File: src/rtl/ebi_pkg.sv
// Shared definitions for the EBI initiator: phase states, counter width,
// rd_wr encoding and the values the bus pins take while no cycle is running.
package ebi_pkg;

   localparam int CNT_W = 4;

   typedef enum logic [2:0] {
      ST_IDLE,
      ST_SETUP,
      ST_STROBE,
      ST_HOLD,
      ST_TURN
   } ebi_state_e;

   localparam logic RD = 1'b1;
   localparam logic WR = 1'b0;

   localparam logic       IDLE_CS_N    = 1'b1;
   localparam logic       IDLE_OE_N    = 1'b1;
   localparam logic [3:0] IDLE_WE_N    = 4'hF;
   localparam logic       IDLE_RD_WR   = RD;
   localparam logic       IDLE_DATA_OE = 1'b0;

endpackage

File: src/rtl/ebi_wait_cnt.sv
// Loadable down-counter timing one bus phase; done is high once the count
// has reached zero, so a load value of N-1 gives a phase of N cycles.
module ebi_wait_cnt
   import ebi_pkg::*;
(
   input  logic             clk,
   input  logic             rst,
   input  logic             load,
   input  logic [CNT_W-1:0] load_val,
   output logic             done
);

   logic [CNT_W-1:0] cnt;

   always_ff @(posedge clk) begin
      if (rst) begin
         cnt <= '0;
      end else if (load) begin
         cnt <= load_val;
      end else if (cnt != '0) begin
         cnt <= cnt - 1'b1;
      end
   end

   assign done = (cnt == '0);

endmodule

File: src/rtl/ebi_master.sv
// EBI bus initiator: turns a single-word valid/ready request into a
// cs_n/oe_n/we_n bus cycle with programmable setup, strobe, hold and turnaround.
module ebi_master
   import ebi_pkg::*;
#(
   parameter int SETUP_CYC  = 1,
   parameter int STROBE_CYC = 3,
   parameter int HOLD_CYC   = 1,
   parameter int TURN_CYC   = 1
) (
   input  logic        clk,
   input  logic        rst,
   input  logic        req_valid,
   output logic        req_ready,
   input  logic        req_write,
   input  logic [23:0] req_addr,
   input  logic [3:0]  req_be,
   input  logic [31:0] req_wdata,
   output logic        ack,
   output logic [31:0] rdata,
   output logic        busy,
   output logic        cs_n,
   output logic        oe_n,
   output logic [3:0]  we_n,
   output logic        rd_wr,
   output logic [23:0] ebi_addr,
   output logic [31:0] ebi_data_o,
   output logic        ebi_data_oe,
   input  logic [31:0] ebi_data_i
);

   if (SETUP_CYC < 1 || SETUP_CYC > 15) begin : g_bad_setup
      $error("SETUP_CYC must be in 1..15");
   end
   if (STROBE_CYC < 1 || STROBE_CYC > 15) begin : g_bad_strobe
      $error("STROBE_CYC must be in 1..15");
   end
   if (HOLD_CYC < 1 || HOLD_CYC > 15) begin : g_bad_hold
      $error("HOLD_CYC must be in 1..15");
   end
   if (TURN_CYC < 0 || TURN_CYC > 15) begin : g_bad_turn
      $error("TURN_CYC must be in 0..15");
   end

   localparam logic [CNT_W-1:0] SETUP_LD  = CNT_W'(SETUP_CYC - 1);
   localparam logic [CNT_W-1:0] STROBE_LD = CNT_W'(STROBE_CYC - 1);
   localparam logic [CNT_W-1:0] HOLD_LD   = CNT_W'(HOLD_CYC - 1);
   localparam logic [CNT_W-1:0] TURN_LD   = (TURN_CYC > 0) ? CNT_W'(TURN_CYC - 1) : '0;
   localparam bit               HAS_TURN  = (TURN_CYC > 0);

   ebi_state_e       state, state_nxt;
   logic             wr_q;
   logic [3:0]       be_q;
   logic             accept;
   logic             capture;
   logic             ack_nxt;
   logic             cnt_load;
   logic [CNT_W-1:0] cnt_val;
   logic             cnt_done;

   logic             wr_sel;
   logic [3:0]       be_sel;
   logic             active_nxt;
   logic             strobe_nxt;

   ebi_wait_cnt u_wait_cnt (
      .clk      (clk),
      .rst      (rst),
      .load     (cnt_load),
      .load_val (cnt_val),
      .done     (cnt_done)
   );

   always_comb begin
      // NOTE: every signal written here gets a default first, so no path can infer a latch.
      state_nxt = state;
      accept    = 1'b0;
      capture   = 1'b0;
      ack_nxt   = 1'b0;
      cnt_load  = 1'b0;
      cnt_val   = '0;
      unique case (state)
         ST_IDLE: begin
            if (req_valid && req_ready) begin
               accept    = 1'b1;
               state_nxt = ST_SETUP;
               cnt_load  = 1'b1;
               cnt_val   = SETUP_LD;
            end
         end
         ST_SETUP: begin
            if (cnt_done) begin
               state_nxt = ST_STROBE;
               cnt_load  = 1'b1;
               cnt_val   = STROBE_LD;
            end
         end
         ST_STROBE: begin
            if (cnt_done) begin
               capture   = ~wr_q;
               state_nxt = ST_HOLD;
               cnt_load  = 1'b1;
               cnt_val   = HOLD_LD;
            end
         end
         ST_HOLD: begin
            if (cnt_done) begin
               ack_nxt = 1'b1;
               if (!wr_q && HAS_TURN) begin
                  state_nxt = ST_TURN;
                  cnt_load  = 1'b1;
                  cnt_val   = TURN_LD;
               end else begin
                  state_nxt = ST_IDLE;
               end
            end
         end
         ST_TURN: begin
            if (cnt_done) begin
               state_nxt = ST_IDLE;
            end
         end
         default: state_nxt = ST_IDLE;
      endcase
   end

   // Pins are registered, so they are derived from the state being entered
   // and from the request fields as they will be latched on this edge.
   assign wr_sel     = accept ? req_write : wr_q;
   assign be_sel     = accept ? req_be : be_q;
   assign active_nxt = (state_nxt == ST_SETUP) || (state_nxt == ST_STROBE) ||
                       (state_nxt == ST_HOLD);
   assign strobe_nxt = (state_nxt == ST_STROBE);

   // NOTE: state is updated with non-blocking assignments so every register samples pre-edge values.
   always_ff @(posedge clk) begin
      if (rst) begin
         state       <= ST_IDLE;
         wr_q        <= 1'b0;
         be_q        <= '0;
         req_ready   <= 1'b1;
         ack         <= 1'b0;
         busy        <= 1'b0;
         rdata       <= '0;
         ebi_addr    <= '0;
         ebi_data_o  <= '0;
         cs_n        <= IDLE_CS_N;
         oe_n        <= IDLE_OE_N;
         we_n        <= IDLE_WE_N;
         rd_wr       <= IDLE_RD_WR;
         ebi_data_oe <= IDLE_DATA_OE;
      end else begin
         state <= state_nxt;
         if (accept) begin
            wr_q     <= req_write;
            be_q     <= req_be;
            ebi_addr <= req_addr;
            if (req_write) begin
               ebi_data_o <= req_wdata;
            end
         end
         if (capture) begin
            rdata <= ebi_data_i;
         end
         req_ready   <= (state_nxt == ST_IDLE);
         busy        <= (state_nxt != ST_IDLE);
         ack         <= ack_nxt;
         cs_n        <= active_nxt ? 1'b0 : IDLE_CS_N;
         oe_n        <= (strobe_nxt && !wr_sel) ? 1'b0 : IDLE_OE_N;
         we_n        <= (strobe_nxt && wr_sel) ? ~be_sel : IDLE_WE_N;
         rd_wr       <= active_nxt ? (wr_sel ? WR : RD) : IDLE_RD_WR;
         ebi_data_oe <= active_nxt && wr_sel;
      end
   end

endmodule

File: config.mk
export PLATFORM = sky130hd
export DESIGN_NAME = ebi_master
export DESIGN_NICKNAME = d
export VERILOG_FILES = /design/src/rtl/ebi_pkg.sv /design/src/rtl/ebi_wait_cnt.sv /design/src/rtl/ebi_master.sv
export SDC_FILE = /design/constraint.sdc
export NUM_CORES = 1
export LEC_CHECK = 0
export BUFFER_PORTS_ARGS = -buffer_cell sky130_fd_sc_hd__buf_2
export CAP_MARGIN = 10
export CORE_MARGIN = 2
export CORE_UTILIZATION = 51
export CTS_CLUSTER_SIZE = 16
export DETAILED_ROUTE_END_ITERATION = 10
export PLACE_DENSITY = 0.84
export SLEW_MARGIN = 20
export SYNTH_ARGS = -nofsm -noshare
export SYNTH_HDL_FRONTEND = slang
export SYNTH_HIERARCHICAL = 1
export SYNTH_SLANG_ARGS = --single-unit
File: constraint.sdc
create_clock -name clk -period 3.1 [get_ports clk]
set_input_delay 0.31 -clock clk [delete_from_list [all_inputs] [get_ports clk]]
set_output_delay 0.31 -clock clk [all_outputs]
set_load 0.1 [all_outputs]
### Yosys cells after proc, flatten, opt, wreduce, memory -nomap -nowiden

Cells that the tools add are included.

| word-level totals | value |
|---|---|
| flip-flop bits (word level) | 111 |
| input bits | 96 |
| output and inout bits | 99 |
| logic and storage cells | 70 |

| operators by class | value |
|---|---|
| add/subtract/negate cells | 1 |
| eq/ne operators | 7 |
| muxes and demuxes | 24 |
| bitwise operators | 5 |
| reductions and logical operators | 18 |

Operators with widths:

| operator | count |
|---|---|
| $mux W3 | 6 |
| $pmux W3 S5 | 1 |
| $eq A3 B2 Y1 const B | 4 |
| $mux W4 | 3 |
| $mux W1 | 11 |
| $reduce_or A2 Y1 | 4 |
| $eq A3 B1 Y1 const B | 2 |
| $logic_not A3 Y1 | 2 |
| $logic_and A1 B1 Y1 | 4 |
| $logic_not A4 Y1 | 1 |
| $mux W2 | 2 |
| $not A1 Y1 | 4 |
| $not A4 Y4 | 1 |
| $reduce_bool A4 Y1 | 1 |
| $sub A4 B1 Y4 const B | 1 |
| $eq A3 B3 Y1 const B | 1 |
| $pmux W1 S3 | 1 |
| $reduce_bool A3 Y1 | 1 |
| $logic_or A1 B1 Y1 | 2 |
| $reduce_and A2 Y1 | 1 |
| $reduce_bool A2 Y1 | 1 |
| $logic_not A1 Y1 | 1 |

### Longest topological paths before layout

| logic depth | value |
|---|---|
| depth after elaboration | 8 |
| mapped depth | 8 |
| depth with buffers taken out | 7 |

### Modules after synthesis

Netlist, hierarchy kept.

By module, submodules not included:

| module | times used | cells each | area an instance (um^2) | sequential area each (um^2) |
|---|---|---|---|---|
| ebi_master | 1 | 499 | 4,302.9 | 2,142.1 |
| ebi_wait_cnt | 1 | 24 | 229.0 | 80.1 |

### Worst setup path before layout

OpenSTA, ideal clock, no wires.

| path | value |
|---|---|
| path type | flip-flop to flip-flop |
| from | reg req_ready |
| to | reg u_wait_cnt.cnt[3] |
| library setup time | 0.128 ns |
| arrival time | 1.984 ns |
| required time | 2.972 ns |
| path slack | 0.988 ns |
| cell stages (with the launch flop) | 5 |
| buffers on the path | 0 |
| period minus slack after synthesis | 2.112 ns |
| path through | dfxtp_1 -> a211oi_1 -> nor4_1 -> or2_2 -> o32ai_1 |

| on the way | value |
|---|---|
| cells in the longest elaborated chain, start to end | 4 |
| elaborated cells on any way between the ends | 5 |
| classes of those cells | mux (3); reduce/logical (2) |

RTL lines:

| what | line | source |
|---|---|---|
| from (decl) | ebi_master.sv:14 | `output logic req_ready,` |
| from (signal assigned) | ebi_master.sv:165 | `req_ready <= (state_nxt == ST_IDLE);` |
| $logic_and A1 B1 Y1 (*) | ebi_master.sv:84 | `if (req_valid && req_ready) begin` |
| $mux W1 (*) | ebi_master.sv:84 |  |
| $pmux W1 S3 (*) | ebi_master.sv:82 | `unique case (state)` |
| via cnt_load | ebi_master.sv:57 | `logic cnt_load;` |
| $mux W4 / $reduce_bool A2 Y1 (equally long branches) | - |  |
| to (signal assigned) | ebi_wait_cnt.sv:19 | `cnt <= load_val;` |
| to (signal assigned) | ebi_wait_cnt.sv:21 | `cnt <= cnt - 1'b1;` |
| to (decl) | ebi_wait_cnt.sv:13 | `logic [CNT_W-1:0] cnt;` |

The timed path passes the listed nets; every way through them passes the cells marked *.
A chain may end at the register's enable or synchronous reset.

### Final worst setup path

| path | value |
|---|---|
| from | reg state[2] |
| to | reg ebi_addr[4] |

| on the way | value |
|---|---|
| cells in the longest elaborated chain, start to end | 2 |

RTL lines:

| what | line | source |
|---|---|---|
| from (decl) | ebi_master.sv:51 | `ebi_state_e state, state_nxt;` |
| from (signal assigned) | ebi_master.sv:153 | `state <= state_nxt;` |
| $logic_not A3 Y1 | ebi_master.sv:82 |  |
| $mux W1 | ebi_master.sv:82 |  |
| to (signal assigned) | ebi_master.sv:157 | `ebi_addr <= req_addr;` |
| to (decl) | ebi_master.sv:26 | `output logic [23:0] ebi_addr,` |

No other way between the ends.

==> impl_results.md <==
- Fin nets: 776
- Crit path largest cell delay: 1010 ps
- Max_cap viols: 0
- Placer congestion estimate: 0.856
- Antenna violations before repair: 0
- Initial Util: 52.2%
- WL/cell: 14.7 um
- Net Sw Power: 2.41 mW
- ANT cells: 0
- Post-CTS Setup Bufs: 0
- Final core utilization: 64.8%
- FF-to-FF Start: state[2]
- Hold Crit Start: req_addr[7]
- Core ar.: 8680 um2
- First-pass GRT wire length: 19200 um
- Row count: 34
- R2R setup slack: 800 ps
- Fraction of layout cells with a size suffix above 1: 37.6%
- Detail Route Antenna Nets: 0
- Peak supply drop: 0.435 mV
- Die Footprint: 9660 um2
- Worst skew pair latency: 350 ps
- Status: completed
- Hold WS: 189 ps
- Vias per inst: 5.54
- Avg Cell Area, Syn: 8.67 um2
- Ys Warns: 6
- Total CTS buffers: 9
- R2R depth: 3
- Clock Power Share: 17.3%
- Power per cell area: 873 nW/um2
- DR DRC count: 0
- Post-synth cell types: 41
- Async SR Flop Fraction: 0%
- Hold crit path type: input port to flip-flop
- Register share of total power: 35.4%
- Post_cts resized: 0
- Hold Path End: ebi_addr[7]
- Num ports: 195
- Final min period: 2300 ps
- Pint: 2.50 mW
- Crit path kind: flip-flop to flip-flop
- Setup crit end kind: flip-flop
- Final wirelength: 11600 um
- Critical path fanouts, max: 32
- TNS Setup: 0 ps
- Leak: 2.42 nW
- Hold path cells: 3
- Chip Width: 98.3 um
- Cell family with most CP delay: flip-flops
- Max Clk Rate: 0.434 GHz
- #FFs+latches synth: 111
- H-Tree Level Count: 3
- Clock Skew: 10.3 ps
- Crit path DAT: 2510 ps
- CP Data Required Time: 3300 ps
- Comb pwr share: 47.3%
- Netlist Area Pre-Place: 4530 um2
- Syn Inst Count: 523
- Final period util: 74.3%
- RR Endpoint: ebi_addr[4]
- Total grt overflow: 0
- Area Overhead vs Synth: 24.1%
- Vias in the first global route: 4148
- Synth Flop Type: dfxtp_1
- Largest net degree at the start of global routing: 103
- TritonCTS clock tree: yes
- Die Height: 98.3 um
- Sequential-to-total area share from yosys stat: 49.0%
- WP buf/inv: 1
- RSZ-0062 raised after global routing: false
- DR iter-0 viols: 163
- CTS Buffer Depth: 2
- Rel. slew slack: 31.3%
- FILL cells: 737
- Hold_buf cts: 0
- Final Hold Viols: 0
- Clock transition at the registers of the reported paths: 100 ps
- Number of synthesized flops with an enable pin: 0
- Switching share of power: 49.1%
- Clk sinks: 111
- Final Setup Violations: 0
- Type of origin of the critical path: flip-flop
- DPL Wire Length: 7930 um
- Vias: 4386
- Total track usage: 23.7%
- Port bufs: 194
- Fin. max-slew vios: 0
- DR pass1 iterations: 5
- Crit path max-delay cell type: dfxtp_1
- Root Driver: clkbuf_8
- Worst path cell trace: inv_1 -> nand3_1 -> a21oi_1
- Worst slew pin tran: 1030 ps
-- cells in the mapped netlist (all sizes together), types with 2 or more instances --
library cell    n  area share (%)
o21ai          66             7.3
or3b            3            0.64
clkbuf         28             2.3
xnor2           2            0.39
nand2          14             1.2
nor2            4            0.33
a21bo          32             7.1
nor2b           4            0.55
or2             2            0.33
buf            29             3.8
a21oi         102              11
nor3b           2            0.69
nor3            8            0.99
o22ai           2            0.28
nand3          94              10
dfxtp         111              49
inv             3            0.25
-- sequential cells by signal, summed over array words and instances (netlist names) --
register,cells
u_wait_cnt/cnt,4
we_n,4
busy,1
ack,1
ebi_addr,24
req_ready,1
rd_wr,1
be_q,4
rdata,32
cs_n,1
ebi_data_o,32
wr_q,1
oe_n,1
ebi_data_oe,1
state,3
-- logic make-up (layout without fill, tap and decap cells) --
group,after synthesis,after routing,share of synthesized area [%]
AO/OA/AOI/OAI,207,207,26.7
XOR/XNOR,2,2,0.387
adder cells (fa/ha/maj),1,1,0.276
buffers and inverters,60,219,6.38
flip-flops,111,111,49.0
multiplexers,1,1,0.248
other,1,3,0.0827
AND/OR/NAND/NOR,140,140,16.9
-- power groups by stage --
stage | logic [mW] | clock network, mW | registers, mW
after CTS | 2.33 | 0.870 | 1.74
after global routing | 2.48 | 0.933 | 1.76
after global placement | 2.28 | 0 | 1.76
final | 2.32 | 0.849 | 1.74
after detailed placement | 2.32 | 0 | 1.77
after floorplan | 0.999 | 0 | 2.77
-- area by class of cell --
| class | count | area (um2) | share of cell area (%) |
|---|---|---|---|
| sequential | 111 | 2220 | 39.5 |
| multi-input combinational | 354 | 2050 | 36.4 |
| timing repair buffer | 200 | 1020 | 18.1 |
| clock buffer | 12 | 135 | 2.40 |
| tap | 108 | 135 | 2.40 |
| clock inverter | 4 | 55.1 | 0.979 |
| inverter | 3 | 11.3 | 0.200 |
-- metal layers --
layer  routed length [um]  vias to the layer above  track usage [%]  share of wire [%]
li1                     -                     2171                -                  -
met1                 4910                     2014             30.3                 42
met2                 5510                      185             39.0                 47
met3                 1030                       16             6.87                8.9
met4                  174                        0             7.17                1.5
met5                    0                        -                0                  0
-- how the worst max path moves through the flow --
stage | startpoint | endpoint | slack, ps | depth (start not counted)
3_3_place_gp | state[2] | we_n[2] | 850 | 3
6_report | state[2] | ebi_addr[4] | 800 | 3
2_1_floorplan | req_ready | u_wait_cnt/cnt[3] | 990 | 4
4_1_cts | state[2] | ebi_addr[1] | 790 | 3
3_5_place_dp | state[2] | ebi_addr[4] | 800 | 3
5_1_grt | state[2] | we_n[3] | 550 | 3
-- worst register-to-register path, stage by stage (launching register included) --
cell and delay (ps):
dfxtp_1 1010, inv_1 770, nand3_1 290, a21oi_1 90
-- placed cells by master, fill, tap and decap left out, types with 3 or more instances in the layout --
master	count
inv_1	3
dfxtp_1	111
clkbuf_8	9
conb_1	3
a21oi_1	102
a21bo_2	32
nor2_1	4
o21ai_0	47
buf_2	193
clkbuf_1	3
buf_4	7
nand3_1	94
nand2_1	14
nor3_1	7
o21ai_1	19
-- stage by stage --
stage / instance area [um2] / std cells / power (mW) / setup WS, ps
after floorplan: 4540 / 525 / 3.77 / 988
after global placement: 5440 / 776 / 4.04 / 852
after detailed placement: 5440 / 776 / 4.09 / 795
after CTS: 5630 / 792 / 4.94 / 791
after global routing: 5630 / 792 / 5.18 / 551
final: 5630 / 792 / 4.91 / 797
Power figures use the tool's default switching activity.
